**src/rtl/alu_op_issue.sv**
```systemverilog
// alu_op_issue -- producer end of the ALU interface.
//
// Decodes RV32I OP, OP-IMM, LUI and AUIPC instructions into an
// operand1/operand2/aluCntrl bundle plus destination info. The bundle is
// handed to the execute stage over a valid/ready handshake.
//
// A two-entry buffer (main + skid) sits between decode and the outputs.
// This lets instrReady be a plain register and still sustain one
// operation per cycle.
//
// Ports:
//   clk, rst_n        clock, asynchronous active-low reset
//   flush             synchronous flush, empties both entries
//   instr, pc         instruction word and its address
//   rs1Data, rs2Data  register-file read data for instr rs1/rs2
//   instrValid        upstream offers an instruction
//   instrReady        this block accepts (registered, == !skid full)
//   operand1/2        ALU operands
//   aluCntrl          ALU operation
//   rd, rdWe          destination register and write enable
//   illegal           instruction not handled here (issued as a slot)
//   opValid, opReady  output handshake to the execute stage
module alu_op_issue #(
  parameter int XLEN = 32
) (
  input  logic            clk,
  input  logic            rst_n,
  input  logic            flush,
  input  logic [31:0]     instr,
  input  logic [XLEN-1:0] pc,
  input  logic [XLEN-1:0] rs1Data,
  input  logic [XLEN-1:0] rs2Data,
  input  logic            instrValid,
  output logic            instrReady,
  output logic [XLEN-1:0] operand1,
  output logic [XLEN-1:0] operand2,
  output logic [3:0]      aluCntrl,
  output logic [4:0]      rd,
  output logic            rdWe,
  output logic            illegal,
  output logic            opValid,
  input  logic            opReady
);

  // ALU encodings (shared with loopyV_constants.svh). The encoding equals
  // {funct7[5], funct3} of the matching OP instruction, which the decoder
  // below relies on.
  localparam logic [3:0] ALU_ADD  = 4'b0000;
  localparam logic [3:0] ALU_SLL  = 4'b0001;
  localparam logic [3:0] ALU_SRA  = 4'b1101;

  localparam logic [6:0] OPC_OP     = 7'b0110011;
  localparam logic [6:0] OPC_OP_IMM = 7'b0010011;
  localparam logic [6:0] OPC_LUI    = 7'b0110111;
  localparam logic [6:0] OPC_AUIPC  = 7'b0010111;

  typedef struct packed {
    logic [XLEN-1:0] op1;
    logic [XLEN-1:0] op2;
    logic [3:0]      alu;
    logic [4:0]      rd;
    logic            we;
    logic            ill;
  } slot_t;

  slot_t dec_slot;
  slot_t main_reg;
  slot_t skid_reg;
  logic  main_valid_reg;
  logic  skid_valid_reg;
  logic  instr_ready_reg;

  logic [6:0]  opcode;
  logic [2:0]  funct3;
  logic [6:0]  funct7;
  logic [31:0] imm_i;
  logic [31:0] imm_u;
  logic [31:0] shamt;
  logic        legal;
  logic [XLEN-1:0] op1_raw;
  logic [XLEN-1:0] op2_raw;
  logic [3:0]      alu_raw;

  assign opcode = instr[6:0];
  assign funct3 = instr[14:12];
  assign funct7 = instr[31:25];
  assign imm_i  = {{20{instr[31]}}, instr[31:20]};
  assign imm_u  = {instr[31:12], 12'b0};
  assign shamt  = {27'b0, instr[24:20]};

  // ---------------------------------------------------------------- decode
  always_comb begin
    legal   = 1'b0;
    alu_raw = ALU_ADD;
    op1_raw = '0;
    op2_raw = '0;
    case (opcode)
      OPC_OP: begin
        op1_raw = rs1Data;
        op2_raw = rs2Data;
        if (funct7 == 7'b0000000) begin
          legal   = 1'b1;
          alu_raw = {1'b0, funct3};
        end else if (funct7 == 7'b0100000 &&
                     (funct3 == 3'b000 || funct3 == 3'b101)) begin
          legal   = 1'b1;
          alu_raw = {1'b1, funct3};   // SUB / SRA
        end
      end
      OPC_OP_IMM: begin
        op1_raw = rs1Data;
        if (funct3 == 3'b001) begin
          legal   = (funct7 == 7'b0000000);
          alu_raw = ALU_SLL;
          op2_raw = shamt;
        end else if (funct3 == 3'b101) begin
          legal   = (funct7 == 7'b0000000) || (funct7 == 7'b0100000);
          alu_raw = {funct7[5], 3'b101};  // SRLI / SRAI
          op2_raw = shamt;
        end else begin
          legal   = 1'b1;
          alu_raw = {1'b0, funct3};
          op2_raw = imm_i;
        end
      end
      OPC_LUI: begin
        legal   = 1'b1;
        op2_raw = imm_u;
      end
      OPC_AUIPC: begin
        legal   = 1'b1;
        op1_raw = pc;
        op2_raw = imm_u;
      end
      default: legal = 1'b0;
    endcase

    // Illegal instructions still occupy a slot, with a neutral payload.
    dec_slot.rd  = instr[11:7];
    dec_slot.ill = !legal;
    dec_slot.we  = legal && (instr[11:7] != 5'd0);
    dec_slot.op1 = legal ? op1_raw : '0;
    dec_slot.op2 = legal ? op2_raw : '0;
    dec_slot.alu = legal ? alu_raw : 4'b0000;
  end

  // ---------------------------------------------------------------- buffer
  logic accept;
  logic drain;

  assign accept = instrValid && instr_ready_reg;
  assign drain  = main_valid_reg && opReady;

  // instr_ready_reg is low exactly when the skid entry is full, so an
  // accept never arrives while skid holds data; that case needs no branch.
  always_ff @(posedge clk or negedge rst_n) begin
    if (!rst_n) begin
      main_reg        <= '0;
      skid_reg        <= '0;
      main_valid_reg  <= 1'b0;
      skid_valid_reg  <= 1'b0;
      instr_ready_reg <= 1'b1;
    end else if (flush) begin
      main_valid_reg  <= 1'b0;
      skid_valid_reg  <= 1'b0;
      instr_ready_reg <= 1'b1;
    end else if (!main_valid_reg || drain) begin
      if (skid_valid_reg) begin
        main_reg        <= skid_reg;
        main_valid_reg  <= 1'b1;
        skid_valid_reg  <= 1'b0;
        instr_ready_reg <= 1'b1;
      end else begin
        main_valid_reg <= accept;
        if (accept) begin
          main_reg <= dec_slot;
        end
      end
    end else if (accept) begin
      skid_reg        <= dec_slot;
      skid_valid_reg  <= 1'b1;
      instr_ready_reg <= 1'b0;
    end
  end

  assign instrReady = instr_ready_reg;
  assign opValid    = main_valid_reg;
  assign operand1   = main_reg.op1;
  assign operand2   = main_reg.op2;
  assign aluCntrl   = main_reg.alu;
  assign rd         = main_reg.rd;
  assign rdWe       = main_reg.we;
  assign illegal    = main_reg.ill;

endmodule
```
**config.mk**
```make
export PLATFORM = sky130hd
export DESIGN_NAME = alu_op_issue
export DESIGN_NICKNAME = d
export VERILOG_FILES = /design/src/rtl/alu_op_issue.sv
export SDC_FILE = /design/constraint.sdc
export NUM_CORES = 1
export LEC_CHECK = 0
export CAP_MARGIN = 25
export CELL_PAD_IN_SITES_DETAIL_PLACEMENT = 1
export CELL_PAD_IN_SITES_GLOBAL_PLACEMENT = 1
export CORE_UTILIZATION = 39
export DETAILED_ROUTE_END_ITERATION = 7
export PLACE_DENSITY_LB_ADDON = 0.1
export SLEW_MARGIN = 10
export SYNTH_ARGS = -nofsm -noshare
export SYNTH_HDL_FRONTEND = slang
export SYNTH_SLANG_ARGS = --single-unit
```
**constraint.sdc**
```tcl
create_clock -name clk -period 5.4 [get_ports clk]
set_clock_uncertainty 0.1 [all_clocks]
set_input_delay 1.62 -clock clk [delete_from_list [all_inputs] [get_ports clk]]
set_output_delay 1.62 -clock clk [all_outputs]
set_load 0.02 [all_outputs]
```
==> results.md, run 1 <==
* Post-synthesis instance area at between 0.007 and 0.008 mm^2
* Die Area at 0.0195 mm^2
* Worst-Skew Late Latency at 420 ps
* Category of the worst setup path launch point: primary input
* Net count reported at finish at 1094
* Total setup buffers inserted after CTS at 0
* Number of buffers between clock root and the deepest sink at 2
* # rows at 49
* Final worst-path cycle share at 0.711
* Effective utilization at floorplan at 0.404
* Number of global-route vias before repair at 7488
* Pwr Density at ~300 mW/mm^2
* Final critical delay including setup and external delays at 3840 ps
* DRT iter0 DRCs at 394
* Transition at the pin with the smallest max-transition slack at 931 ps
* Number of hold-repair buffers added at the cts stage at 0
* Worst hold margin at 372 ps
* Routed via count at 6980
* CP Max Fanout at 52
* Clock slew at the register clock pins of the worst setup and hold paths at 70 ps
* Setup repair after global routing missed its margin: no
* Number of antenna violations at the first check in global routing at 0
* Worst voltage drop across the vdd grid at 237 uV
* Total of buffers placed on input and output ports at 209
* Critical path arrival at 4070 ps
* Cells resized by post-CTS repair at 0
* Number of iterations in the first detailed-routing pass at 5
* TritonCTS clock tree: built
* Total number of clock tree sinks at 153
* Core Area at 0.0183 mm^2
* Half-perimeter wire length after detailed placement at 16700 um
* Die Y at 140 um
* Count of antenna-violating nets left after detailed routing at 0
* Register cell area after layout at 0.00383 mm^2
* Global-route wire length before repair at 40700 um
* Required time at the worst-slack endpoint at 5630 ps
* Gate count after technology mapping at 789
* Static Leakage at around 4.3 nW
* Remaining Overflow, GRT at 0
* Clock buffer count from CTS at 17
* Sequential area share after synthesis at 0.519
* Commonest cells after routing, fill and taps aside: sky130_fd_sc_hd__clkdlybuf4s50_1, sky130_fd_sc_hd__dfrtp_1, sky130_fd_sc_hd__nand2_1, sky130_fd_sc_hd__a21oi_1, sky130_fd_sc_hd__o21ai_0
* Async set-reset flop share out of synthesis at 1.00
* Commonest non-fill, non-tap cell in the layout: sky130_fd_sc_hd__clkdlybuf4s50_1
* Min-Delay Path Class: reg -> reg
* Total of flip-flops plus latches after synthesis at approximately 150
* Number of flops mapped to enable cells by yosys at 0
* Max-capacitance violation count at 0
* Largest register FFs at 75
* Startpoint-to-endpoint class of the critical path: in -> reg
* Headroom to the max-slew limit at 0.379
* DRC at 0
* GRT Resource Usage Total at 0.270
* Net Count, Synth at 922
* Number of max-slew violations in the final report at 0
* IO Count at 210
* Ratio of cells with drive above 1 in the final layout at 0.0821
* Maximum number of pins on one net before global-route repair at 83
* H-tree lvl count at 4
* Average detailed-routed wire length per instance at 21.0 um
* Post-DR vias/cell at 5.80
* Hold violation count in the final report at 0
* CTS root buf: sky130_fd_sc_hd__clkbuf_16
* Routed Wire Length at 25200 um
* Syn. warnings at 0
* Synth-to-layout area growth at 38.4%
* Number of inserted diodes at 0
* Outcome: finished clean
* Mean instance size in the synthesized netlist at a little over 9 um^2
* Overall die width at approximately 140 um
* Setup violations, final at 0
* Combined area of the multi-input logic cells at 0.00327 mm^2
* Synth cell types at 39
* Setup TNS after final layout at 0 ps
* Critical Path Sink Type: flop
* Top FF cell, synth: sky130_fd_sc_hd__dfrtp_1
* FILL cells at roughly 2000
* Achievable clock frequency at 260 MHz
* Final weighted congestion of routability-driven global placement at a little over 0.8
==> synthesized netlist by cell type, types with 6 or more instances <==
cell type,count,area share
sky130_fd_sc_hd__o31ai_2,9,0.015
sky130_fd_sc_hd__buf_1,6,0.0031
sky130_fd_sc_hd__nor2_1,40,0.020
sky130_fd_sc_hd__clkbuf_1,60,0.031
sky130_fd_sc_hd__and3_1,34,0.029
sky130_fd_sc_hd__o21ai_0,70,0.047
sky130_fd_sc_hd__nor2b_1,38,0.032
sky130_fd_sc_hd__o22ai_1,34,0.029
sky130_fd_sc_hd__mux2_2,11,0.017
sky130_fd_sc_hd__o31ai_1,57,0.058
sky130_fd_sc_hd__dfrtp_1,152,0.52
sky130_fd_sc_hd__nand2_1,106,0.054
sky130_fd_sc_hd__a22o_1,19,0.023
sky130_fd_sc_hd__a21oi_1,104,0.071
sky130_fd_sc_hd__mux2i_1,6,0.0081
==> final timing paths <==
check	from	to	slack [ps]	cells past startpoint
worst min register to register	skid_reg[15]	skid_reg[15]	370	2
worst min-delay path	skid_reg[15]	skid_reg[15]	370	2
min in group asynchronous	rst_n	skid_reg[30]	1090	1
worst max-delay path	instrValid	operand1[27]	1560	6
max in group asynchronous	rst_n	operand1[17]	3220	2
worst max register to register	instrReady	operand1[27]	2770	6
==> power breakdown <==
part,leakage (nW),internal [W],switching (W)
clock,0.282,0.000661,0.000519
combinational,1.95,0.000267,0.000291
sequential,2.04,0.00122,0.0000432
total,4.27,0.00215,0.000853
==> through the flow <==
stage	area (um^2)	cells	power (W)	util	setup slack [ps]
3_5_place_dp	9600	1169	0.00184	0.525	804
4_1_cts	10200	1201	0.00302	0.557	1240
3_3_place_gp	9600	1169	0.00183	0.525	947
2_1_floorplan	7380	789	0.00152	-	2080
6_report	10200	1203	0.00300	0.559	1560
5_1_grt	10200	1203	0.00312	0.559	1410
==> per-layer routing <==
layer  vias to the layer above  part of all wire  global-route usage  wire (um)
met1                      3566              0.42               0.333      10500
met5                         -                 0                   0          0
li1                       3182                 -                   -          -
met4                         0             0.020              0.0854        502
met2                       195              0.52               0.474      13000
met3                        37             0.048              0.0557       1210
==> area by class of cell <==
| cell class | count | share of cell area |
|---|---|---|
| Timing Repair Buffer | 226 | 0.220 |
| Clock buffer | 19 | 0.0434 |
| Sequential cell | 153 | 0.375 |
| Clock inverter | 13 | 0.0130 |
| Multi-Input combinational cell | 563 | 0.320 |
| Tap cell | 229 | 0.0281 |
==> cells by family after synthesis <==
| group | synth area share |
|---|---|
| compound gates | 0.254 |
| simple gates | 0.159 |
| flops | 0.519 |
| buf+inv | 0.0412 |
| mux | 0.0249 |
| xor+xnor | 0.00119 |
==> worst max-delay path, cell delays in order <==
cell,delay [ps]
sky130_fd_sc_hd__clkdlybuf4s50_1,480
sky130_fd_sc_hd__a21oi_1,340
sky130_fd_sc_hd__or3_2,620
sky130_fd_sc_hd__buf_4,630
sky130_fd_sc_hd__a21oi_1,130
sky130_fd_sc_hd__o22ai_1,200
Power figures use the tool's default switching activity.
==> run 2, diff against run 1 <==
- CORE_UTILIZATION: 39 -> 32
- clock period: 5.4 -> 3.26 ns (I/O delays scaled with it)
==> results.md, run 2 (synthesis results as in run 1) <==
* GRT Resource Usage Total at 0.219 (was 0.270)
* Source of the worst register-to-register timing path: instrReady (unchanged)
* Final critical delay including setup and external delays at approximately 2800 ps
* Commonest non-fill, non-tap cell in the layout: sky130_fd_sc_hd__clkdlybuf4s50_1 (unchanged)
* Number of buffers between clock root and the deepest sink at 2 (unchanged)
* H-tree lvl count at 4 (unchanged)
* Post-route cell area at 0.0106 mm^2 (was 0.0102 mm^2)
* Outcome: finished clean (unchanged)
* Pwr Density at 469 mW/mm^2 (was 294 mW/mm^2)
* Post-route core utilization at 0.466 (was 0.559)
* Total number of clock tree sinks at 153 (unchanged)
* Worst hold margin at 366 ps (was 372 ps)
* Half-perimeter wire length after detailed placement at 17100 um (was 16700 um)
* # rows at 55 (was 49)
* Clock Power Share at 0.385 (was 0.393)
* Static Leakage at 4.41 nW (was 4.27 nW)
* Number of max-slew violations in the final report at 0 (unchanged)
* Post-DR vias/cell at 5.24 (was 5.80)
* Startpoint-to-endpoint class of the critical path: in -> reg (unchanged)
* Average detailed-routed wire length per instance at 19.7 um (was 21.0 um)
* Setup violations, final at 0 (unchanged)
* Switching power share of the total at 0.278 (was 0.284)
* Count of antenna-violating nets left after detailed routing at 0 (unchanged)
* TritonCTS clock tree: built (unchanged)
* Routed Wire Length at 25300 um (was 25200 um)
* Overall die width at 154 um (was 140 um)
* Placement Setup Slack at -27.1 ps (was 804 ps)
* Number of antenna violations at the first check in global routing at 0 (unchanged)
* Maximum number of pins on one net before global-route repair at 87 (was 83)
* Required time at the worst-slack endpoint at 3490 ps (was 5630 ps)
* Critical Path Sink Type: flop (unchanged)
* Die Area at 0.0237 mm^2 (was 0.0195 mm^2)
* Worst voltage drop across the vdd grid at 321 uV (was 237 uV)
* Clock slew at the register clock pins of the worst setup and hold paths at 60 ps (was 70 ps)
* Cells resized by post-CTS repair at 0 (unchanged)
* Number of cells traversed by the worst hold path at 2 (unchanged)
* Synth-to-layout area growth at 43.0% (was 38.4%)
* Critical path origin: instr[25] (was instrValid)
* Max-capacitance violation count at 0 (unchanged)
* Routed via count at 6716 (was 6980)
* Setup repair after global routing missed its margin: no (unchanged)
* FILL cells at 2515 (was 2030)
* DRC at 0 (unchanged)
* Worst Min Path Start: skid_reg[40] (was skid_reg[15])
* Number of hold-repair buffers added at the cts stage at 0 (unchanged)
* Worst-Skew Late Latency at 420 ps (about the same)
* Internal power of the cells at 0.00357 W (was 0.00215 W)
* Min-Delay Path Class: reg -> reg (unchanged)
* Category of the worst setup path launch point: primary input (unchanged)
* Ratio of cells with drive above 1 in the final layout at 0.102 (was 0.0821)
* Clock buffer count from CTS at 17 (unchanged)
* Length in cells of the worst reg-to-reg path at 6 (unchanged)
* CTS root buf: sky130_fd_sc_hd__clkbuf_16 (unchanged)
* Die Y at 154 um (was 140 um)
* Final worst-path cycle share at 0.872
* Largest register FFs at 75 (unchanged)
* Final weighted congestion of routability-driven global placement at 0.787 (was 0.807)
* Total of buffers placed on input and output ports at 209 (unchanged)
* DRT iter0 DRCs at 285 (was 394)
* Part of the total power dissipated in combinational logic at 0.193 (was 0.186)
* Transition at the pin with the smallest max-transition slack at 654 ps (was 931 ps)
* Remaining Overflow, GRT at 0 (unchanged)
* Achievable clock frequency at roughly 350 MHz
* Critical path arrival at 3070 ps (was 4070 ps)
* Net count reported at finish at 1117 (was 1094)
* Effective utilization at floorplan at 0.326 (was 0.404)
* IO Count at 210 (unchanged)
* Commonest cells after routing, fill and taps aside: sky130_fd_sc_hd__clkdlybuf4s50_1, sky130_fd_sc_hd__dfrtp_1, sky130_fd_sc_hd__nand2_1, sky130_fd_sc_hd__a21oi_1, sky130_fd_sc_hd__o21ai_0 (unchanged)
* Total setup buffers inserted after CTS at 0 (unchanged)
* CP Max Fanout at 19 (was 52)
* Worst setup margin at 417 ps (was 1560 ps)
* Number of inserted diodes at 0 (unchanged)
* Headroom to the max-slew limit at 0.564 (was 0.379)
* Total net switching power at 0.00138 W (was 0.000853 W)
* Cell area after placement at 0.00999 mm^2 (was 0.00960 mm^2)
* Hold violation count in the final report at 0 (unchanged)
* Global-route wire length before repair at 40200 um (was 40700 um)
* Number of iterations in the first detailed-routing pass at 5 (unchanged)
* Number of global-route vias before repair at 6969 (was 7488)
* Portion of total power attributed to sequential cells at 0.422 (was 0.421)
* Core Area at 0.0226 mm^2 (was 0.0183 mm^2)
run 2: routing by layer:
| metal | part of all wire | global-route usage |
|---|---|---|
| met3 | 0.051 | 0.0443 |
| met5 | 0 | 0 |
| met2 | 0.48 | 0.355 |
| met1 | 0.46 | 0.298 |
| met4 | 0.015 | 0.0567 |
run 2: worst max-delay path, stage by stage:
cell                              delay [ps]
sky130_fd_sc_hd__clkdlybuf4s50_1         510
sky130_fd_sc_hd__nor4_4                  350
sky130_fd_sc_hd__a31oi_1                 140
sky130_fd_sc_hd__or3_1                   380
sky130_fd_sc_hd__a211o_1                 280
sky130_fd_sc_hd__buf_4                   220
sky130_fd_sc_hd__o21ai_0                 210
run 2: final timing paths:
kind / end / slack, ps
setup reg to reg: operand1[25] / 1100
min in group asynchronous: operand2[17] / 430
hold reg to reg: skid_reg[40] / 370
hold / removal: skid_reg[40] / 370
setup / recovery: operand2[13] / 420
max in group asynchronous: skid_reg[9] / 1920
run 2: power groups by stage:
| stage | registers (W) | clock network (W) | logic, W |
|---|---|---|---|
| 6_report | 0.00209 | 0.00190 | 0.000953 |
| 5_1_grt | 0.00211 | 0.00202 | 0.00103 |
| 4_1_cts | 0.00209 | 0.00196 | 0.000970 |
| 3_5_place_dp | 0.00212 | 0 | 0.000963 |
| 3_3_place_gp | 0.00212 | 0 | 0.000956 |
| 2_1_floorplan | 0.00223 | 0 | 0.000287 |
run 2: stage by stage:
step,instances,total power (W),TNS [ps]
floorplan,789,0.00252,0
global placement,1250,0.00308,0
detailed placement,1250,0.00309,-37.7
CTS,1282,0.00502,0
global route,1282,0.00516,0
finish,1282,0.00494,0
run 2: area by class of cell:
class | instances | area [um^2] | area share
well taps | 285 | 357 | 0.0338
repair buffers | 249 | 2530 | 0.239
flip-flops and latches | 153 | 3830 | 0.363
clock inverters | 12 | 118 | 0.0111
multi-input cells | 563 | 3270 | 0.310
clock buffers | 20 | 447 | 0.0423
==> run 3, diff against run 2 <==
- CORE_ASPECT_RATIO: not set -> 1.75
==> results.md, run 3 (synthesis results as in run 1) <==
* Outcome: finished clean (unchanged)
* Worst voltage drop across the vdd grid at 344 uV (was 321 uV)
* Global-route wire length before repair at 40500 um (was 40200 um)
* Overall die width at 117 um (was 154 um)
* Effective utilization at floorplan at 0.326 (about the same)
* Ratio of cells with drive above 1 in the final layout at 0.107 (was 0.102)
* GRT Resource Usage Total at 0.226 (was 0.219)
* Routed Wire Length at 25700 um (was 25300 um)
* DRT iter0 DRCs at 253 (was 285)
* FILL cells at 2646 (was 2515)
* Largest register FFs at 75 (unchanged)
* Setup repair after global routing missed its margin: no (unchanged)
* Pwr Density at 473 mW/mm^2 (was 469 mW/mm^2)
* Clock slew at the register clock pins of the worst setup and hold paths at 60 ps (about the same)
* Remaining Overflow, GRT at 0 (unchanged)
* # rows at 73 (was 55)
* Final weighted congestion of routability-driven global placement at 0.764 (was 0.787)
* Post-DR vias/cell at 5.26 (was 5.24)
* Routed via count at 6842 (was 6716)
* Placement Setup Slack at -28.2 ps (was -27.1 ps)
* H-tree lvl count at 4 (unchanged)
* Half-perimeter wire length after detailed placement at 17600 um (was 17100 um)
* Achievable clock frequency at 352 MHz (about the same)
* Die Area at 0.0237 mm^2 (about the same)
* Transition at the pin with the smallest max-transition slack at 968 ps (was 654 ps)
* Ordered list of cells on the worst path: clkdlybuf4s50_1 > nor4_4 > a31oi_1 > or3_1 > and2_4 > buf_12 > o31ai_1 (was clkdlybuf4s50_1 > nor4_4 > a31oi_1 > or3_1 > a211o_1 > buf_4 > o21ai_0)
* Setup TNS after final layout at 0 ps (unchanged)
* Number of buffers between clock root and the deepest sink at 2 (unchanged)
* Final worst-path cycle share at 0.871 (was 0.872)
* Total number of clock tree sinks at 153 (unchanged)
* Hold violation count in the final report at 0 (unchanged)
* Required time at the worst-slack endpoint at 3480 ps (was 3490 ps)
* Critical Path Sink Type: flop (unchanged)
* Number of global-route vias before repair at 7238 (was 6969)
* Total setup buffers inserted after CTS at 0 (unchanged)
* IO Count at 210 (unchanged)
* Number of inserted diodes at 0 (unchanged)
* Final critical delay including setup and external delays at 2840 ps (about the same)
* Synth-to-layout area growth at 43.6% (was 43.0%)
* Worst hold margin at 372 ps (was 366 ps)
* Number of hold-repair buffers added at the cts stage at 0 (unchanged)
* Number of antenna violations at the first check in global routing at 0 (unchanged)
* Category of the worst setup path launch point: primary input (unchanged)
* Average detailed-routed wire length per instance at 19.8 um (was 19.7 um)
* Die Y at 203 um (was 154 um)
* Setup violations, final at 0 (unchanged)
* Overall power consumption at 0.00501 W (was 0.00494 W)
* Number of iterations in the first detailed-routing pass at 4 (was 5)
* Net count reported at finish at 1121 (was 1117)
* Commonest non-fill, non-tap cell in the layout: sky130_fd_sc_hd__clkdlybuf4s50_1 (unchanged)
* CTS root buf: sky130_fd_sc_hd__clkbuf_16 (unchanged)
* Worst setup margin at 420 ps (was 417 ps)
* CP Max Fanout at 26 (was 19)
* Maximum number of pins on one net before global-route repair at 82 (was 87)
* Delay contributed by the slowest stage of the critical path at 480 ps (was 510 ps)
* Worst path slowest cell: sky130_fd_sc_hd__clkdlybuf4s50_1 (unchanged)
* DRC at 0 (unchanged)
* TritonCTS clock tree: built (unchanged)
* Count of antenna-violating nets left after detailed routing at 0 (unchanged)
* Total of buffers placed on input and output ports at 209 (unchanged)
* Startpoint-to-endpoint class of the critical path: in -> reg (unchanged)
* Max-capacitance violation count at 0 (unchanged)
* Clock buffer count from CTS at 17 (unchanged)
* Core Area at 0.0227 mm^2 (was 0.0226 mm^2)
* Worst-Skew Late Latency at 430 ps (was 420 ps)
* Number of max-slew violations in the final report at 0 (unchanged)
* Critical path arrival at 3060 ps (was 3070 ps)
* Commonest cells after routing, fill and taps aside: sky130_fd_sc_hd__clkdlybuf4s50_1, sky130_fd_sc_hd__dfrtp_1, sky130_fd_sc_hd__nand2_1, sky130_fd_sc_hd__a21oi_1, sky130_fd_sc_hd__o21ai_0 (unchanged)
* Static Leakage at 4.43 nW (was 4.41 nW)
* Min-Delay Path Class: reg -> reg (unchanged)
* Headroom to the max-slew limit at 0.355 (was 0.564)
* Cells resized by post-CTS repair at 0 (unchanged)
[run 3: changes by cell type in the layout (fill, tap and decap cells not counted), sizes merged]
cell    delta
inv        +5
clkinv     -3
clkbuf     -2
buf        +4
[run 3: final cells by class]
cell class / instances / area [um^2] / share of cell area
Clock buffer: 18 / 439 / 0.0415
Clock inverter: 14 / 136 / 0.0129
Multi-Input combinational cell: 563 / 3260 / 0.308
Sequential cell: 153 / 3830 / 0.362
Tap cell: 300 / 375 / 0.0354
Timing Repair Buffer: 253 / 2540 / 0.240
[run 3: critical path: cells and delay by family]
kind                   cells  cell delay [ps]
AND/OR/NAND/NOR            3              980
AO/OA/AOI/OAI              2              430
buffers and inverters      2              670
[run 3: worst paths after layout]
kind / startpoint / end / slack, ps / cells after the start
setup / recovery: instr[25] / skid_reg[35] / 420 / 7
hold / removal: skid_reg[38] / skid_reg[38] / 370 / 2
setup reg to reg: instrReady / operand1[1] / 1030 / 6
hold reg to reg: skid_reg[38] / skid_reg[38] / 370 / 2
max in group asynchronous: rst_n / skid_valid_reg / 1870 / 2
min in group asynchronous: rst_n / skid_reg[20] / 430 / 1
[run 3: routing by layer]
metal / up-vias / GRT usage / share of wire
li1: 3225 / - / -
met1: 3418 / 0.267 / 0.41
met2: 179 / 0.406 / 0.53
met3: 20 / 0.0457 / 0.053
met4: 0 / 0.0642 / 0.013
met5: - / 0 / 0
[run 3: where the power goes]
part	internal, W	switching [W]	leakage (nW)
logic	0.000467	0.000482	2.12
registers	0.00202	0.0000717	2.04
clock network	0.00109	0.000881	0.274
[run 3: stage by stage]
| step | area (um^2) | std cells | util |
|---|---|---|---|
| 3_3_place_gp | 10000 | 1269 | 0.442 |
| 5_1_grt | 10600 | 1301 | 0.467 |
| 4_1_cts | 10600 | 1301 | 0.467 |
| 3_5_place_dp | 10000 | 1269 | 0.442 |
| 2_1_floorplan | 7380 | 789 | - |
| 6_report | 10600 | 1301 | 0.467 |
